`config.mk`:
```
export PLATFORM = sky130hd
export DESIGN_NAME = uart_receiver
export DESIGN_NICKNAME = d
export VERILOG_FILES = /design/src/rtl/uart_receiver.sv
export SDC_FILE = /design/constraint.sdc
export NUM_CORES = 1
export LEC_CHECK = 0
export CORE_ASPECT_RATIO = 0.5
export CORE_MARGIN = 8
export CORE_UTILIZATION = 35
export DETAILED_ROUTE_END_ITERATION = 10
export DONT_BUFFER_PORTS = 1
export SLEW_MARGIN = 10
export SYNTH_ARGS = -nofsm -noshare
export SYNTH_HDL_FRONTEND = slang
export SYNTH_SLANG_ARGS = --single-unit
export TNS_END_PERCENT = 100
```
`constraint.sdc`:
```
create_clock -name CLK -period 1.35 [get_ports CLK]
set_input_delay 0.3375 -clock CLK [delete_from_list [all_inputs] [get_ports CLK]]
set_output_delay 0.3375 -clock CLK [all_outputs]
set_load 0.01 [all_outputs]
```
`src/rtl/uart_receiver.sv`:
```
// UART receive stage: start bit, DATA_W data bits MSB first, one stop bit; word held on a valid/ack register.
// Define UART_RX_SYNC_EN to put a 2-flop synchronizer on rx (adds 2 cycles of latency).
module uart_receiver #(
  parameter int DATA_W       = 8,
  parameter int CLKS_PER_BIT = 1
) (
  input  logic              CLK,
  input  logic              Reset,
  input  logic              rx,
  input  logic              ack,
  output logic [DATA_W-1:0] DataOUT,
  output logic              valid,
  output logic              frame_err,
  output logic              overrun
);
  localparam int HALF = (CLKS_PER_BIT - 1) / 2;
  localparam int TW   = (CLKS_PER_BIT > 1) ? $clog2(CLKS_PER_BIT) : 1;
  localparam int CW   = $clog2(DATA_W + 1);
  localparam logic [TW-1:0] T_LAST = TW'(CLKS_PER_BIT - 1);
  localparam logic [TW-1:0] T_HALF = TW'((HALF > 0) ? (HALF - 1) : 0);
  localparam logic [CW-1:0] C_LAST = CW'(DATA_W - 1);

  typedef enum logic [1:0] {
    S_IDLE  = 2'd0,
    S_START = 2'd1,
    S_DATA  = 2'd2,
    S_STOP  = 2'd3
  } state_t;

  state_t            r_state, w_state_nx;
  logic [TW-1:0]     r_timer, w_timer_nx;
  logic [CW-1:0]     r_cnt, w_cnt_nx;
  logic [DATA_W-1:0] r_shift, w_shift_nx;
  logic [DATA_W-1:0] r_data, w_data_nx;
  logic              r_valid, w_valid_nx;
  logic              r_frame_err, w_frame_err_nx;
  logic              r_overrun, w_overrun_nx;
  logic              w_rx;
  logic              w_good;
  logic              w_ack_take;

`ifdef UART_RX_SYNC_EN
  logic [1:0] r_sync;

  always_ff @(posedge CLK or negedge Reset) begin
    if (!Reset) begin
      r_sync <= 2'b11;
    end else begin
      r_sync <= {r_sync[0], rx};
    end
  end

  assign w_rx = r_sync[1];
`else
  assign w_rx = rx;
`endif

  always_comb begin
    w_state_nx     = r_state;
    w_timer_nx     = r_timer;
    w_cnt_nx       = r_cnt;
    w_shift_nx     = r_shift;
    w_data_nx      = r_data;
    w_valid_nx     = r_valid;
    w_overrun_nx   = r_overrun;
    w_frame_err_nx = 1'b0;
    w_good         = 1'b0;
    w_ack_take     = ack & r_valid;

    case (r_state)
      S_IDLE: begin
        if (!w_rx) begin
          w_timer_nx = {TW{1'b0}};
          w_cnt_nx   = {CW{1'b0}};
          // With no half-bit wait the IDLE sample already sits mid start bit.
          w_state_nx = (HALF == 0) ? S_DATA : S_START;
        end else begin
          w_state_nx = S_IDLE;
        end
      end
      S_START: begin
        if (r_timer == T_HALF) begin
          w_timer_nx = {TW{1'b0}};
          w_state_nx = w_rx ? S_IDLE : S_DATA;
        end else begin
          w_timer_nx = r_timer + 1'b1;
        end
      end
      S_DATA: begin
        if (r_timer == T_LAST) begin
          w_timer_nx = {TW{1'b0}};
          w_shift_nx = {r_shift[DATA_W-2:0], w_rx};
          w_cnt_nx   = r_cnt + 1'b1;
          if (r_cnt == C_LAST) begin
            w_state_nx = S_STOP;
          end else begin
            w_state_nx = S_DATA;
          end
        end else begin
          w_timer_nx = r_timer + 1'b1;
        end
      end
      S_STOP: begin
        if (r_timer == T_LAST) begin
          w_timer_nx     = {TW{1'b0}};
          w_state_nx     = S_IDLE;
          w_good         = w_rx;
          w_frame_err_nx = ~w_rx;
        end else begin
          w_timer_nx = r_timer + 1'b1;
        end
      end
      default: begin
        w_state_nx = S_IDLE;
        w_timer_nx = {TW{1'b0}};
        w_cnt_nx   = {CW{1'b0}};
      end
    endcase

    // A word landing on an ack cycle replaces the consumed one without an overrun.
    if (w_good) begin
      w_data_nx    = r_shift;
      w_valid_nx   = 1'b1;
      w_overrun_nx = (r_valid & ~ack) | (r_overrun & ~w_ack_take);
    end else if (w_ack_take) begin
      w_valid_nx   = 1'b0;
      w_overrun_nx = 1'b0;
    end else begin
      w_valid_nx   = r_valid;
      w_overrun_nx = r_overrun;
    end
  end

  always_ff @(posedge CLK or negedge Reset) begin
    if (!Reset) begin
      r_state     <= S_IDLE;
      r_timer     <= {TW{1'b0}};
      r_cnt       <= {CW{1'b0}};
      r_shift     <= {DATA_W{1'b0}};
      r_data      <= {DATA_W{1'b0}};
      r_valid     <= 1'b0;
      r_frame_err <= 1'b0;
      r_overrun   <= 1'b0;
    end else begin
      r_state     <= w_state_nx;
      r_timer     <= w_timer_nx;
      r_cnt       <= w_cnt_nx;
      r_shift     <= w_shift_nx;
      r_data      <= w_data_nx;
      r_valid     <= w_valid_nx;
      r_frame_err <= w_frame_err_nx;
      r_overrun   <= w_overrun_nx;
    end
  end

  assign DataOUT   = r_data;
  assign valid     = r_valid;
  assign frame_err = r_frame_err;
  assign overrun   = r_overrun;
endmodule

```
After elaboration in Yosys (flattened, before gate mapping):

Cells that the tools add are included.

* output and inout port bits: 11
* flip-flop bits (word level): 26
* word-level logic and storage cells: 52
* input bits: 4

* reductions and logical operators: 7
* bitwise logic cells: 8
* equality and inequality tests: 8
* mux-type cells: 19
* $add $sub $neg: 2

Operators with widths (count)
* 1-bit 2-to-1 mux: 10
* 2-bit 2-to-1 mux: 4
* 4-bit 2-to-1 mux: 2
* 2-bit != test, second input constant: 4
* 2-bit case mux with 4 select lines: 1
* 4-bit case mux with 2 select lines: 1
* 3-bit AND reduction: 2
* 4-bit by 1-bit adder with 4-bit output, second input constant: 1
* 2-bit equality test, second input constant: 2
* 4-bit by 3-bit equality test with 1-bit output, second input constant: 1
* 1-bit inverter: 4
* 2-bit nonzero test: 2
* 1-bit bitwise AND: 3
* 3-bit OR reduction: 1
* 2-bit by 1-bit equality test with 1-bit output, second input constant: 1
* 2-bit zero test: 1
* 1-bit case mux with 2 select lines: 1
* 2-bit AND reduction: 1
* 1-bit adder, second input constant: 1
* 1-bit bitwise OR: 1

Longest topological paths before layout:

Gate-level depths: netlist (run 1).

* word-level depth: 5
* mapped depth: 5
* mapped depth without buffers: 3

Worst setup path before layout (run 1):

OpenSTA, ideal clock, no wires.

* path kind: register to register
* start: reg r_cnt[0]
* end: reg r_cnt[2]
* path slack: 0.213 ns
* clock period less this slack: 1.137 ns
* arrival: 1.017 ns
* data required time: 1.229 ns
* setup time: 0.121 ns
* path buffers: 0
* cell stages (with the launch flop): 4
* path through: dfrtp_1 -> ha_1 -> mux2_2 -> a22o_1

* longest elaborated chain between the ends: 3

RTL lines
* from (decl): RTL line 32 `logic [CW-1:0] r_cnt, w_cnt_nx;`
* from (signal assigned): RTL line 138 `r_cnt <= {CW{1'b0}};`
* from (signal assigned): RTL line 147 `r_cnt <= w_cnt_nx;`
* 4-bit by 1-bit adder with 4-bit output: RTL line 93 `w_cnt_nx = r_cnt + 1'b1;`
* 4-bit 2-to-1 mux: RTL line 90 `if (r_timer == T_LAST) begin`
* 4-bit case mux with 2 select lines: RTL line 70 `case (r_state)`

No other way between the ends. The select of a mux whose other input is x is not followed.
A chain may end at the register's enable or synchronous reset.

Final worst setup path (run 1):

* start: reg r_state[1]
* end: reg r_shift[4]

* longest elaborated chain between the ends: 2

RTL lines
* from (decl): RTL line 30 `state_t r_state, w_state_nx;`
* from (signal assigned): RTL line 145 `r_state <= w_state_nx;`
* 2-bit equality test: RTL line 70
* 2-bit AND reduction (no line)
* to (signal assigned): RTL line 139 `r_shift <= {DATA_W{1'b0}};`
* to (signal assigned): RTL line 148 `r_shift <= w_shift_nx;`
* to (decl): RTL line 33 `logic [DATA_W-1:0] r_shift, w_shift_nx;`

No other way between the ends.

==> impl_metrics.json, run 1 <==
{
  "synth_cell_types": 23,
  "clock_latency_ps": 260,
  "yosysSeqAreaShare_pct": 61.4,
  "design.core.area_mm2": 0.00268,
  "ios": 15,
  "dr_total_vias": 580,
  "clkTransAtPathRegs_ps": 80,
  "cts_resized": 0,
  "end_kind": "flip-flop",
  "nets": 96,
  "root_buffer": "clkbuf_8",
  "p_per_area_mw_per_mm2": 2390,
  "crit_type": "flip-flop to flip-flop",
  "fp.dieW_um": 92.3,
  "startpoint_type": "flip-flop",
  "cts_setup_buffers": 0,
  "total_power_mw": 2.68,
  "wirelength_mm": 1.68,
  "cts_sinks": 25,
  "antenna_found_initial": 0,
  "grt_overflow": 0,
  "fin_skew_ps": 0.979,
  "tightest_slew_ps": 351,
  "antenna_left": 0,
  "syn-cell-area_mm2": 0.00102,
  "place_congestion": 0.680,
  "cts_buffers": 3,
  "wl_per_cell_um": 13.2,
  "placed_cells": 121,
  "hold_viol_final": 0,
  "drtIter0Drc": 14,
  "fmax_ghz": 0.816,
  "fin_cells": 127,
  "final_layout_size_suffix_gt1_share_pct": 22.2,
  "ctsHoldBuffers": 2,
  "ys_warn_count": 0,
  "multi_input_area_um2": 354,
  "htreeDepth": 1,
  "drv_cap": 0,
  "status": "complete, no violations",
  "first_global_vias": 556,
  "cts_tree": "done",
  "worstHoldPathType": "input port to flip-flop",
  "max_slew_margin_pct": 76.6,
  "dp_hpwl_mm": 1.21,
  "diodes": 0,
  "leakagePower_nw": 0.535,
  "finalCriticalPeriod_ps": 1230,
  "clockBufferDepth": 2,
  "drt-vias-per-instance": 4.57,
  "final.period_utilization_pct": 90.8,
  "grt_pass1_wl_mm": 2.75,
  "dr.pass1.iters": 3,
  "num_rows": 13,
  "grt_max_degree": 26,
  "portBuffers": 0,
  "critPathMaxFanout": 8,
  "ys_ff_latch": 25,
  "regArea_um2": 626,
  "grt_usage_pct": 7.27,
  "num-fill-cells": 245,
  "syn_inst": 86,
  "peakVddDrop_mv": 0.586,
  "avgSynthCellArea_um2": 11.8,
  "die_y_um": 54.1,
  "initial_core_util_pct": 37.9,
  "rsz0062_at_grt": "no",
  "die_area_mm2": 0.00500,
  "drv_slew": 0,
  "cp.arrival_ps": 1430,
  "syn-num-nets": 91,
  "route.detailed.drc": 0,
  "worstPathRequired_ps": 1550,
  "setup_violations": 0,
  "fin_setup_tns_ps": 0,
  "area_delta_synth_final_pct": 10.1
}
worst max-delay path: stages, from the launching register on:
cell	delay, ps
dfrtp_1	560
nor2b_1	290
buf_4	200
nand2_1	60
nand2_1	60
sequential cells by signal (all words and copies together), names as in the netlist:
signal	flops
r_cnt	4
valid	1
r_state	2
DataOUT	8
r_shift	8
frame_err	1
overrun	1
final cells by class:
class                      instances  share of cell area [%]
timing repair buffer               4                    4.02
clock buffer                       3                    3.68
inverter                           1                   0.335
clock inverter                     1                   0.446
tap                               37                    4.13
multi-input combinational         56                    31.6
sequential                        25                    55.8
path summary, 6_finish.rpt:
path,end,startpoint,slack (ps),cells past startpoint
max reg2reg,r_shift[4]$_DFFE_PN0P_,r_state[1]$_DFF_PN0_,120,4
min,frame_err$_DFF_PN0_,rx,130,1
max in group asynchronous,r_shift[7]$_DFFE_PN0P_,Reset,680,2
max,r_shift[4]$_DFFE_PN0P_,r_state[1]$_DFF_PN0_,120,4
min reg2reg,r_shift[7]$_DFFE_PN0P_,r_shift[7]$_DFFE_PN0P_,490,2
min in group asynchronous,r_state[0]$_DFF_PN0_,Reset,520,2
report_power, final:
group | internal [mW] | leakage [nW] | switching (mW) | total [mW]
logic | 0.418 | 0.197 | 0.384 | 0.802
registers | 1.09 | 0.313 | 0.361 | 1.45
clock network | 0.206 | 0.0255 | 0.216 | 0.422
total | 1.72 | 0.535 | 0.961 | 2.68
logic make-up (layout without fill, tap and decap cells):
kind of cell	count (synthesis)	after routing	share of synthesized area, %
AOI/OAI and AO/OA	9	9	6.02
adders and majority gates	1	1	1.23
buffers and inverters	5	9	3.81
DFF	25	25	61.4
muxes	9	9	9.95
and+or+nand+nor	37	37	17.6
layout by cell type (no fill, tap or decap), types with 2 or more instances in the layout:
master	count
o21ai_0	3
nor2_1	3
buf_4	2
dfrtp_1	25
nand2_1	26
nand3_1	2
mux2_2	9
clkbuf_8	3
cells in the mapped netlist (all sizes together):
master / n / area [um^2]
o311ai: 1 / 8.76
nor2b: 2 / 20.0
dfrtp: 25 / 626
inv: 1 / 3.75
nor3: 1 / 10.0
mux2: 9 / 101
a22o: 2 / 18.8
a2bb2oi: 1 / 8.76
ha: 1 / 12.5
o21ai: 4 / 20.0
or2: 1 / 6.26
nand2b: 1 / 6.26
nand3: 3 / 27.5
nand2: 26 / 97.6
nor2: 3 / 11.3
buf: 4 / 35.0
a21oi: 1 / 5.00
metal layers:
metal  vias up  part of all wire [%]  GRT usage [%]
met5         -                     0              0
met4         0                   1.1           2.37
met3         2                   5.9           3.88
met2         9                    43           10.8
met1       276                    50           8.94
li1        293                     -              -
per-stage QoR:
step	worst slack, ps	hold WS [ps]	instance area [um^2]	util [%]
detailed placement	128	42.6	1040	38.9
CTS	110	123	1120	41.8
finish	125	129	1120	41.8
floorplan	213	41.9	1020	-
global placement	163	42.5	1040	38.9
global route	31.6	110	1120	41.8
(Power assumes the default switching activity.)
==> run 2: changes to the inputs <==
- DONT_BUFFER_PORTS: 1 -> default
==> run 2 against run 1 <==
  * Utilization up 4.6 points
  * Largest cell class unchanged
  * Die area unchanged
  * Clock-buffer cell count unchanged
  * Wire length down 0.18%
==> impl_metrics.json, run 2 (synthesis results as in run 1) <==
{
  "cp_num_buf_inv": 1,
  "timing.rr.start": "r_state[1]$_DFF_PN0_",
  "drtIter0Drc": 25,
  "cts_setup_buffers": 0,
  "route.met3.wl_um": 97,
  "route.detailed.drc": 0,
  "drv_slew": 0,
  "finalCriticalPeriod_ps": 1290,
  "critPathSlowestCell": "dfrtp_1",
  "wirelength_mm": 1.68,
  "timing.rr.end": "DataOUT[1]$_DFFE_PN0P_",
  "drt-vias-per-instance": 4.48,
  "num_rows": 13,
  "multi_input_area_um2": 354,
  "r2r_slack_ps": 140,
  "layout_common_cells": "nand2_1, dfrtp_1, dlygate4sd2_1",
  "diodes": 0,
  "met1_length_um": 823,
  "htreeDepth": 1,
  "critPathMaxFanout": 3,
  "max_slew_margin_pct": 76.4,
  "cts_tree": "done",
  "cp_cell_sequence": "dlygate4sd2_1",
  "grt_max_degree": 26,
  "leakagePower_nw": 0.626,
  "reg2regPathDepth": 2,
  "setup_violations": 0,
  "critPathMaxStageDelay_ps": 390,
  "initial_core_util_pct": 37.9,
  "design.core.area_mm2": 0.00268,
  "startpoint_type": "flip-flop",
  "cts_sinks": 25,
  "ctsHoldBuffers": 0,
  "dr.pass1.iters": 2,
  "peakVddDrop_mv": 0.735,
  "regArea_um2": 626,
  "final_layout_size_suffix_gt1_share_pct": 20.2,
  "clkTransAtPathRegs_ps": 90,
  "antenna_found_initial": 0,
  "die_y_um": 54.1,
  "layout_commonest_cell": "nand2_1",
  "end_kind": "output port",
  "wl_per_cell_um": 11.9,
  "die_area_mm2": 0.00500,
  "drv_cap": 0,
  "antenna_left": 0,
  "cp.arrival_ps": 950,
  "first_global_vias": 627,
  "tightest_slew_ps": 353,
  "grt_pass1_wl_mm": 2.88,
  "final.period_utilization_pct": 95.2,
  "p_per_area_mw_per_mm2": 2280,
  "area_delta_synth_final_pct": 22.2,
  "clockBufferDepth": 2,
  "fmax_ghz": 0.778,
  "nets": 110,
  "dp_hpwl_mm": 1.14,
  "cts_buffers": 3,
  "num-fill-cells": 265,
  "cts_resized": 11,
  "worstHoldPathType": "input port to async pin",
  "crit_type": "flip-flop to output port",
  "holdWs_ps": 408,
  "placed_cells": 137,
  "grt_overflow": 0,
  "dr_total_vias": 632,
  "place_congestion": 0.744,
  "clock_latency_ps": 270,
  "status": "complete, no violations",
  "grt_usage_pct": 7.41,
  "fin_skew_ps": 3.83,
  "fp.dieW_um": 92.3,
  "dr_wl_met2_um": 738,
  "hold_viol_final": 0,
  "fin_cells": 141,
  "maxUsedRoutingLayer": "met4",
  "crit_family": "flip-flops",
  "worstPathRequired_ps": 1010,
  "root_buffer": "clkbuf_8",
  "portBuffers": 14,
  "rsz0062_at_grt": "no",
  "ios": 15
}
## run 2: cell count changes in the layout (fill, tap and decap cells not counted)
cell | before | now
dlygate4sd2_1 | 0 | 11
clkdlybuf4s50_1 | 0 | 3
buf_4 | 2 | 3
dlygate4sd3_1 | 1 | 0
## run 2: how the worst max path moves through the flow
stage | start | endpoint | slack (ps) | depth (start not counted)
2_1_floorplan | r_cnt[0]$_DFFE_PN0P_ | r_cnt[2]$_DFFE_PN0P_ | 210 | 3
3_3_place_gp | rx | r_cnt[2]$_DFFE_PN0P_ | -210 | 4
3_5_place_dp | rx | r_cnt[2]$_DFFE_PN0P_ | -230 | 4
4_1_cts | valid$_DFFE_PN0P_ | valid | 50 | 1
5_1_grt | valid$_DFFE_PN0P_ | valid | 10 | 1
6_report | valid$_DFFE_PN0P_ | valid | 60 | 1
## run 2: final cells by class
type                            count  area share, %
Clock buffer                        3           3.32
Clock inverter                      1          0.402
Inverter                            1          0.302
Multi-Input combinational cell     56           28.4
Sequential cell                    25           50.3
Tap cell                           37           3.72
Timing Repair Buffer               18           13.6
## run 2: metrics by stage
stage	total power, mW	setup TNS, ps	utilization, %	area (um^2)	setup slack, ps
after floorplan	2.11	0	-	1020	213
after global placement	2.52	-2300	45.2	1210	-214
after detailed placement	2.53	-2590	45.2	1210	-230
after CTS	2.90	0	46.4	1240	47.0
after global routing	3.06	0	46.4	1240	13.8
final	2.84	0	46.4	1240	64.8
## run 2: worst reg2reg max path, cell delays in order (launching register included)
cell and delay, ps:
dfrtp_1 560, nand3_4 230, mux2_2 320
## run 2: layer usage
metal / GRT usage, % / vias to the layer above
li1: - / 321
met1: 8.51 / 297
met2: 11.5 / 10
met3: 3.60 / 4
met4: 3.96 / 0
met5: 0 / -
## run 2: power breakdown
| group | internal, mW | leakage, nW | total [mW] | switching [mW] |
|---|---|---|---|---|
| Clock | 0.207 | 0.0255 | 0.444 | 0.237 |
| Combinational | 0.552 | 0.288 | 1.04 | 0.488 |
| Sequential | 1.09 | 0.313 | 1.36 | 0.268 |
| Total | 1.85 | 0.626 | 2.84 | 0.993 |
==> run 3: changes to the inputs <==
- RECOVER_POWER: default -> 100
- clock period: 1.35 -> 1.2 ns (I/O delays scaled with it)
==> run 3 against run 2 <==
  * Wire length increased by 8.8%
  * Register-to-register slack got worse by 130 ps
  * Clock-buffer cell count increased by 1
  * Utilization unchanged
  * Worst hold slack improved by 25 ps
  * Design area unchanged
  * Clock power increased by 9.7%
  * Total power increased by 17%
  * Cell count increased by 4.3%
  * Sequential power increased by 12%
  * Non-clock buffer count increased by 6
  * Clock skew decreased by 1.1 ps
  * Critical path type is now flip-flop to flip-flop
==> impl_metrics.json, run 3 (synthesis results as in run 1) <==
{
  "tightest_slew_ps": 617,
  "total_power_mw": 3.34,
  "worstPathRequired_ps": 1360,
  "finalCriticalPeriod_ps": 1190,
  "cp.arrival_ps": 1350,
  "placed_cells": 141,
  "crit_type": "flip-flop to flip-flop",
  "num-fill-cells": 252,
  "first_global_vias": 686,
  "leakagePower_nw": 0.619,
  "hold_viol_final": 0,
  "area_delta_synth_final_pct": 22.2,
  "end_kind": "flip-flop",
  "nets": 116,
  "fmax_ghz": 0.842,
  "layout_commonest_cell": "nand2_1",
  "antenna_found_initial": 0,
  "wirelength_mm": 1.82,
  "dr.pass1.iters": 4,
  "ctsHoldBuffers": 0,
  "ios": 15,
  "design.core.area_mm2": 0.00268,
  "place_congestion": 0.795,
  "grt_pass1_wl_mm": 3.21,
  "final_layout_size_suffix_gt1_share_pct": 35.5,
  "rsz0062_at_grt": "yes",
  "diodes": 0,
  "clock_latency_ps": 260,
  "grt_max_degree": 26,
  "final.period_utilization_pct": 99.0,
  "clockBufferDepth": 2,
  "die_area_mm2": 0.00500,
  "critPathMaxFanout": 2,
  "fin_cells": 147,
  "root_buffer": "clkbuf_8",
  "startpoint_type": "flip-flop",
  "layout_common_cells": "nand2_1, dfrtp_1, clkbuf_2",
  "p_per_area_mw_per_mm2": 2680,
  "die_y_um": 54.1,
  "clkTransAtPathRegs_ps": 80,
  "route.detailed.drc": 0,
  "num_rows": 13,
  "grt_overflow": 0,
  "peakVddDrop_mv": 0.961,
  "grt_usage_pct": 8.20,
  "drv_slew": 0,
  "portBuffers": 14,
  "cts_buffers": 3,
  "cts_tree": "done",
  "fp.dieW_um": 92.3,
  "drtIter0Drc": 33,
  "cts_sinks": 25,
  "setup_violations": 0,
  "htreeDepth": 1,
  "worstHoldPathType": "input port to flip-flop",
  "antenna_left": 0,
  "max_slew_margin_pct": 58.9,
  "drt-vias-per-instance": 4.58,
  "fin_skew_ps": 2.72,
  "initial_core_util_pct": 37.9,
  "drv_cap": 0,
  "status": "complete, no violations",
  "dr_total_vias": 673,
  "wl_per_cell_um": 12.4
}
==> run 3: where the power goes <==
part / internal (mW) / total [mW] / switching [mW]
Sequential: 1.23 / 1.52 / 0.289
Combinational: 0.705 / 1.33 / 0.624
Clock: 0.237 / 0.487 / 0.250
==> run 3: final timing paths <==
check,from,end,slack (ps),cells after the start
worst max-delay path,r_cnt[1]$_DFFE_PN0P_,r_cnt[2]$_DFFE_PN0P_,10,3
max in group asynchronous,Reset,r_state[0]$_DFF_PN0_,200,2
worst min-delay path,rx,frame_err$_DFF_PN0_,430,2
min in group asynchronous,Reset,r_state[1]$_DFF_PN0_,570,2
worst max register to register,r_cnt[1]$_DFFE_PN0P_,r_cnt[2]$_DFFE_PN0P_,10,3
worst min register to register,r_cnt[3]$_DFFE_PN0P_,r_state[0]$_DFF_PN0_,490,1
==> run 3: stage by stage <==
step	TNS (ps)	utilization [%]	hold slack, ps	area, um^2	setup WS, ps
after floorplan	0	-	4.41	1020	62.5
after global placement	-3820	46.3	462	1240	-323
after detailed placement	-4060	46.3	468	1240	-350
after CTS	0	48.2	370	1290	2.64
after global routing	-25.1	46.4	432	1240	-25.1
final	0	46.4	433	1240	12.3
==> run 3: timing repair <==
item | in CTS | in global routing
setup buffers | 1 | 1
pin swaps | 0 | 1
resized for setup | 23 | 14
endpoints found under the setup margin | 21 | 30
==> run 3: per-layer routing <==
metal,share of wire (%),routed length [um],GRT usage (%),vias up
met5,0,0,0,-
met2,47,863,13.6,12
met4,1.0,19,3.17,0
met1,45,827,9.40,327
li1,-,-,-,332
met3,6.2,113,3.60,2
==> run 3: cell type report <==
| class | instances | area [um^2] | area share, % |
|---|---|---|---|
| clock buffers | 4 | 45.0 | 3.62 |
| inverters | 1 | 3.75 | 0.302 |
| multi-input cells | 56 | 360 | 28.9 |
| flip-flops and latches | 25 | 628 | 50.5 |
| well taps | 37 | 46.3 | 3.72 |
| repair buffers | 24 | 161 | 13.0 |
==> run 3: worst max-delay path, cell delays in order (launching register included) <==
cell and delay (ps):
dfrtp_1 400, ha_2 210, mux2_4 300, a22o_1 170
